**src/rtl/pid_pkg.sv**
```systemverilog
// pid_pkg: shared widths, clamp function and e_hist tap indexing for the PID error stage.
package pid_pkg;
  localparam int PID_DATA_W = 10;
  localparam int PID_ERR_W  = 11;
  function automatic logic [32:0] clamp(input logic signed [31:0] v, input int w);
    logic signed [31:0] hi, lo;
    hi = (32'sd1 <<< (w - 1)) - 32'sd1;
    lo = -(32'sd1 <<< (w - 1));
    return v > hi ? {hi, 1'b1} : v < lo ? {lo, 1'b1} : {v, 1'b0};
  endfunction
  function automatic int tap_lo(input int i, input int w);
    return i * w;
  endfunction
endpackage

```
**src/rtl/err_sat.sv**
```systemverilog
// err_sat: signed error target - y with deadband and saturation to ERR_W.
module err_sat
  import pid_pkg::*;
#(
  parameter int DATA_W = PID_DATA_W,
  parameter int ERR_W  = PID_ERR_W
) (
  input  logic [DATA_W-1:0]       target,
  input  logic [DATA_W-1:0]       y,
  input  logic [DATA_W-1:0]       deadband,
  output logic signed [ERR_W-1:0] e,
  output logic                    sat
);
  logic signed [DATA_W:0] raw, dz;
  logic [DATA_W:0] mag;
  logic signed [31:0] cv;
  always_comb begin
    raw = $signed({1'b0, target}) - $signed({1'b0, y});
    mag = raw[DATA_W] ? -raw : raw;
    dz = mag <= {1'b0, deadband} ? '0 : raw;
    {cv, sat} = clamp(32'(dz), ERR_W);
    e = ERR_W'(cv);
  end
endmodule

```
**src/rtl/pid_error_pipe.sv**
```systemverilog
// pid_error_pipe: strobe-driven error history with first and second differences for an incremental PID.
module pid_error_pipe
  import pid_pkg::*;
#(
  parameter int DATA_W = PID_DATA_W,
  parameter int ERR_W  = PID_ERR_W,
  parameter int HIST   = 3
) (
  input  logic                    clk,
  input  logic                    rst,
  input  logic                    s_valid,
  input  logic [DATA_W-1:0]       target,
  input  logic [DATA_W-1:0]       y,
  input  logic [DATA_W-1:0]       deadband,
  input  logic                    clear,
  output logic                    e_valid,
  output logic [HIST*ERR_W-1:0]   e_hist,
  output logic signed [ERR_W:0]   de1,
  output logic signed [ERR_W+1:0] dde,
  output logic                    sat_flag,
  output logic                    warm
);
  localparam int FW = $clog2(HIST + 1);
  logic signed [ERR_W-1:0] tap [HIST];
  logic signed [ERR_W-1:0] e;
  logic sat;
  logic [FW-1:0] fill, fill_nxt;
  err_sat #(.DATA_W(DATA_W), .ERR_W(ERR_W)) u_err_sat (
    .target(target), .y(y), .deadband(deadband), .e(e), .sat(sat)
  );
  assign fill_nxt = fill == FW'(HIST) ? fill : fill + FW'(1);
  always_ff @(posedge clk)
    if (rst || clear) begin
      for (int i = 0; i < HIST; i++) tap[i] <= '0;
      fill <= '0;
      warm <= 1'b0;
      sat_flag <= 1'b0;
      e_valid <= 1'b0;
    end else begin
      e_valid <= s_valid;
      if (s_valid) begin
        tap[0] <= e;
        for (int i = 1; i < HIST; i++) tap[i] <= tap[i-1];
        sat_flag <= sat;
        fill <= fill_nxt;
        warm <= fill_nxt == FW'(HIST);
      end
    end
  for (genvar i = 0; i < HIST; i++) begin : g_tap
    assign e_hist[tap_lo(i, ERR_W) +: ERR_W] = tap[i];
  end
  // widened before subtracting so the extreme tap combinations cannot wrap
  assign de1 = (ERR_W+1)'(tap[0]) - (ERR_W+1)'(tap[1]);
  assign dde = (ERR_W+2)'(tap[0]) - ((ERR_W+2)'(tap[1]) <<< 1) + (ERR_W+2)'(tap[2]);
endmodule

```
**config.mk**
```make
export PLATFORM = sky130hd
export DESIGN_NAME = pid_error_pipe
export DESIGN_NICKNAME = d
export VERILOG_FILES = /design/src/rtl/pid_pkg.sv /design/src/rtl/err_sat.sv /design/src/rtl/pid_error_pipe.sv
export SDC_FILE = /design/constraint.sdc
export NUM_CORES = 1
export LEC_CHECK = 0
export BUFFER_PORTS_ARGS = -buffer_cell sky130_fd_sc_hd__buf_2
export CAP_MARGIN = 20
export CORE_AREA = 2 2 85 87
export CTS_CLUSTER_DIAMETER = 50
export DETAILED_ROUTE_END_ITERATION = 12
export DIE_AREA = 0 0 87 89
export PLACE_DENSITY_LB_ADDON = 0.08
export SLEW_MARGIN = 20
export SYNTH_ARGS = -nofsm -noshare
export SYNTH_HDL_FRONTEND = slang
export SYNTH_SLANG_ARGS = --single-unit
export TNS_END_PERCENT = 50
```
**constraint.sdc**
```tcl
create_clock -name clk -period 6 [get_ports clk]
set_clock_uncertainty 0.05 [all_clocks]
set_input_delay 0 -clock clk [delete_from_list [all_inputs] [get_ports clk]]
set_output_delay 0 -clock clk [all_outputs]
set_load 0.05 [all_outputs]
```
== Word-level counts from Yosys, hierarchy flattened ==
Memory sizes are Yosys's and may differ from the RTL's.
Index checks and enable logic that the tools add are counted.

* Flip-flop bits (word level): 5
* Latch bits: 0
* Bits in writable memories: 33
* Bits in read-only memories: 0
* Bits of input ports: 34
* Output and inout bits: 61
* Word-level logic and storage cells: 33
* Memories kept: 1

* $add $sub $neg: 6
* Multipliers: 0
* Divide/modulo/power cells: 0
* Magnitude comparators: 3
* Eq/ne operators: 2
* Shift-type cells: 0
* Mux-type cells: 13
* Bitwise logic cells: 3
* Reductions and logical operators: 1

{| class="wikitable"
|+ Memories
! memory !! depth !! bits a word !! rd ports !! clocked after memory_dff !! wr ports !! RTL line !! RTL
|-
| tap || 3 || 11 || 3 || 0 || 3 || pid_error_pipe.sv:24 || <nowiki>logic signed [ERR_W-1:0] tap [HIST];</nowiki>
|}

{| class="wikitable"
|+ Operators with widths
! operator !! count
|-
| 2-to-1 mux 11 bit || 5
|-
| 2-to-1 mux 12 bit || 2
|-
| adder 13 x 11 -> 13 bit || 1
|-
| subtractor 11 x 12 -> 13 bit || 1
|-
| subtractor 11 x 11 -> 12 bit || 1
|-
| greater-than comparator 11 bit, second input constant || 1
|-
| less-or-equal comparator 11 x 10 -> 1 bit || 1
|-
| < comparator 11 bit, second input constant || 1
|-
| negator 11 bit || 1
|-
| subtractor 10 x 10 -> 11 bit || 1
|-
| 2-to-1 mux 1 bit || 5
|-
| equality test 2 bit, second input constant || 2
|-
| OR 1 bit || 3
|-
| adder 2 x 1 -> 2 bit, second input constant || 1
|-
| 2-to-1 mux 2 bit || 1
|-
| logical OR 1 bit || 1
|}

== Longest topological paths before layout ==
* Word-level depth: 9
* Mapped depth: 20
* Mapped depth without buffers: 19

== By module ==
A second synthesis with hierarchy kept.

* Cells, all modules: 429
* Area, all modules: 3753.6 um2

{| class="wikitable"
|+ By module, submodules not included
! module !! times used !! cells an instance !! area each (um2) !! sequential area each (um2)
|-
| pid_error_pipe || 1 || 282 || 2776.4 || 1091.0
|-
| err_sat || 1 || 147 || 977.2 || 0.0
|}

== Worst setup path after synthesis ==
No wires, ideal clock.

* Path type: input-to-reg
* Start: input port target[0]
* End: memory tap[0][10] (netlist name) (data pin)
* Setup time: 0.273 ns
* Arrival: 3.455 ns
* Data required time: 5.677 ns
* Setup slack: 2.222 ns
* Cell stages on the path: 19
* Buffers on the path: 1
* Cell sequence: inv_1 -> ha_1 -> inv_1 -> fa_1 -> a211oi_2 -> o21ai_2 -> a2111oi_4 -> a21oi_2 -> a311oi_4 -> o21ai_0 -> ha_1 -> nor2b_1 -> o21a_1 -> o21a_1 -> o211ai_1 -> a21oi_1 -> o21ai_0 -> clkbuf_1 -> o32ai_1

{| class="wikitable"
|+ RTL lines
! what !! RTL line !! RTL
|-
| from (decl) || pid_error_pipe.sv:12 || <nowiki>input logic [DATA_W-1:0] target,</nowiki>
|-
| to (decl) || pid_error_pipe.sv:24 ||
|}

==> results.sh <==
export IMPL_ys_ff_latch=38
export IMPL_endpoint_kind="flip-flop"
export IMPL_max_freq_mhz=244
export IMPL_slew_headroom_pct=52.2
export IMPL_fin_crit_sh_pct=68.4
export IMPL_internal_power_uw=723
export IMPL_arrival_ps=4050
export IMPL_min_period_ps=4100
export IMPL_tightest_slew_ps=712
export IMPL_grt_total_usage_pct=20.4
export IMPL_dp_hpwl_um=6350
export IMPL_grt_pass1_wl_um=12700
export IMPL_postRouteAntennaNets=0
export IMPL_synthesis_nets=497
export IMPL_via_per_inst=5.22
export IMPL_drtPass1Iterations=4
export IMPL_outcome="finished clean"
export IMPL_dp_cells=578
export IMPL_path_max_fanout=11
export IMPL_cellLeakagePower_uw=0.00220
export IMPL_syn_cell_area_um2=3680
export IMPL_avgSynthCellArea_um2=9.06
export IMPL_synth_warnings=0
export IMPL_async_flop_share_pct=0
export IMPL_synth_main_ff_cell="edfxtp_1"
export IMPL_post_place_ws_ps=1370
export IMPL_drv_cap=0
export IMPL_cts_htree_levels=2
export IMPL_die_x_um=87
export IMPL_fin_ws_ps=1900
export IMPL_nets=599
export IMPL_seq_area_frac_synth_pct=29.6
export IMPL_grt_ovfl_total=0
export IMPL_comb_power_share_pct=59.8
export IMPL_cts_buffers=5
export IMPL_num_rows=30
export IMPL_synth_edf_count=33
export IMPL_hold_violations=0
export IMPL_power_switching_uw=686
export IMPL_fin_util_pct=65.8
export IMPL_cts_tree="yes"
export IMPL_drive_above_1_share_pct=22.6
export IMPL_synth_cell_type_count=54
export IMPL_hp_class="in2reg"
export IMPL_drtIter0Drc=146
export IMPL_diodes=0
export IMPL_postCtsSetupRepairBufs=0
export IMPL_ios=95
export IMPL_dieHeight_um=89
export IMPL_p_clk_share_pct=17.7
export IMPL_cts_sinks=38
export IMPL_slew_viol_final=0
export IMPL_remaining_drc_errors=0
export IMPL_antenna_found_initial=0
export IMPL_worstSetupPathType="in2reg"
export IMPL_coreArea_um2=6720
export IMPL_grt_max_degree=35
export IMPL_clock_path_buffers=2
export IMPL_gp_congestion=0.862
export IMPL_syn2layout_area_growth_pct=20.1
export IMPL_ff2ff_setup_slack_ps=4720
export IMPL_fin_total_pwr_uw=1410
export IMPL_cts_root_buffer="clkbuf_8"
export IMPL_setup_viol=0
export IMPL_seqPwrFrac_pct=22.5
export IMPL_die_area_um2=7740
export IMPL_post_drt_wl_per_cell_um=12.9
export IMPL_start_util_pct=54.8
export IMPL_num_vias=3076
export IMPL_io_buffers=94
export IMPL_routed_wl_um=7590
export IMPL_power_density_nw_per_um2=319
export IMPL_peakVddDrop_v=0.000130
export IMPL_fill_cells=595
export IMPL_critPathLaunchType="primary input"
export IMPL_clock_latency_ps=280
export IMPL_synthCells=406
export IMPL_ctsResizeCount=0
export IMPL_cp_data_required_time_ps=5950
export IMPL_grt_pass1_vias=2900
export IMPL_clk_transition_reported_paths_ps=70
export IMPL_swShare_pct=48.7
export IMPL_rsz0062_at_grt="false"
export IMPL_instances_no_fill=589
export IMPL_tns_ps=0
cells in the mapped netlist (all sizes together), types with 4 or more instances:
cell | instances | area (µm²)
fa | 13 | 260
nor2 | 32 | 120
or3 | 5 | 36.3
inv | 87 | 327
a211oi | 4 | 40.0
nand2b | 4 | 25.0
clkbuf | 4 | 15.0
ha | 44 | 551
nor4 | 4 | 25.0
xor2 | 10 | 87.6
a21oi | 17 | 88.8
a21o | 4 | 30.0
nand3 | 9 | 45.0
nand2 | 12 | 45.0
xnor2 | 21 | 191
dfxtp | 5 | 100
and2 | 23 | 144
edfxtp | 33 | 991
o21a | 6 | 45.0
nor2b | 10 | 62.6
o21ai | 18 | 93.8
nor3 | 6 | 30.0
layer usage:
metal / up-vias / global-route usage, % / routed length, µm
met5: - / 0 / 0
met4: 0 / 8.52 / 198
met3: 16 / 2.31 / 269
met2: 82 / 37.0 / 3840
met1: 1410 / 24.7 / 3290
li1: 1568 / - / -
state kept, by name (all words and copies together), names as in the netlist:
signal    count
fill          2
e_valid       1
tap          33
sat_flag      1
warm          1
power by group through the flow:
stage / logic (µW) / clock network [µW] / registers, µW
floorplan: 627 / 0 / 366
global placement: 826 / 0 / 322
detailed placement: 841 / 0 / 323
CTS: 845 / 253 / 317
global route: 911 / 267 / 319
finish: 842 / 250 / 317
final cells by class:
cell class              instances  area, µm²  area share (%)
clock buffers                   5       68.8            1.56
clock inverters                 3       63.8            1.44
inverters                      87        327            7.39
multi-input cells             277       2250            51.0
flip-flops and latches         38       1090            24.7
well taps                      80        100            2.27
repair buffers                 99        515            11.7
timing repair:
action / 4_1_cts / 5_1_grt
setup endpoints to repair: 0 / 0
endpoints found under the hold margin: 3 / 0
hold buffers: 3 / 0
layout by cell type, fill, tap and decap left out, types with 4 or more instances in the layout:
cell type  instances
inv_1             87
nor2b_1           10
nor3_1             6
o21ai_1            5
clkbuf_8           5
a21oi_1           16
nand3_1            9
o21ai_0           12
or3_1              4
o21a_1             6
dfxtp_1            5
buf_2             94
nand2_1           12
nor2_1            32
ha_1              44
fa_1              13
nand2b_1           4
nor4_1             4
xor2_1            10
xnor2_1           20
a21o_1             4
and2_1            23
edfxtp_1          33
path summary, 6_finish.rpt:
check,start,end,cells past startpoint
max,target[0],tap[0][10],20
min,s_valid,fill[1],3
max reg2reg,fill[0],fill[0],3
min reg2reg,sat_flag,sat_flag,2
stage by stage:
stage | hold WS (ps) | cell area, µm²
6_report | 39.7 | 4420
5_1_grt | 50.4 | 4420
4_1_cts | 32.9 | 4420
3_5_place_dp | 196 | 4260
3_3_place_gp | 188 | 4260
2_1_floorplan | 26.8 | 3680
kinds of logic (layout without fill, tap and decap cells):
logic type	Yosys count	count (layout)	synth area share, %
xor+xnor	31	31	7.58
fa+ha+maj	57	57	22.0
flops	38	38	29.6
mux	3	3	0.816
buf+inv	91	194	9.28
simple gates	114	114	16.2
compound gates	72	72	14.4
critical path: stages:
cell	delay, ps
buf_2	100
inv_1	40
ha_1	140
inv_1	50
fa_1	410
a211oi_2	260
o21ai_2	130
a2111oi_4	370
a21oi_2	120
a311oi_4	450
nand2_1	100
o21ai_0	90
ha_1	270
nor2b_1	150
o21a_1	160
o21a_1	170
o211ai_1	190
a21oi_1	100
o21ai_1	570
o32ai_1	160
Power figures use the tool's default switching activity.
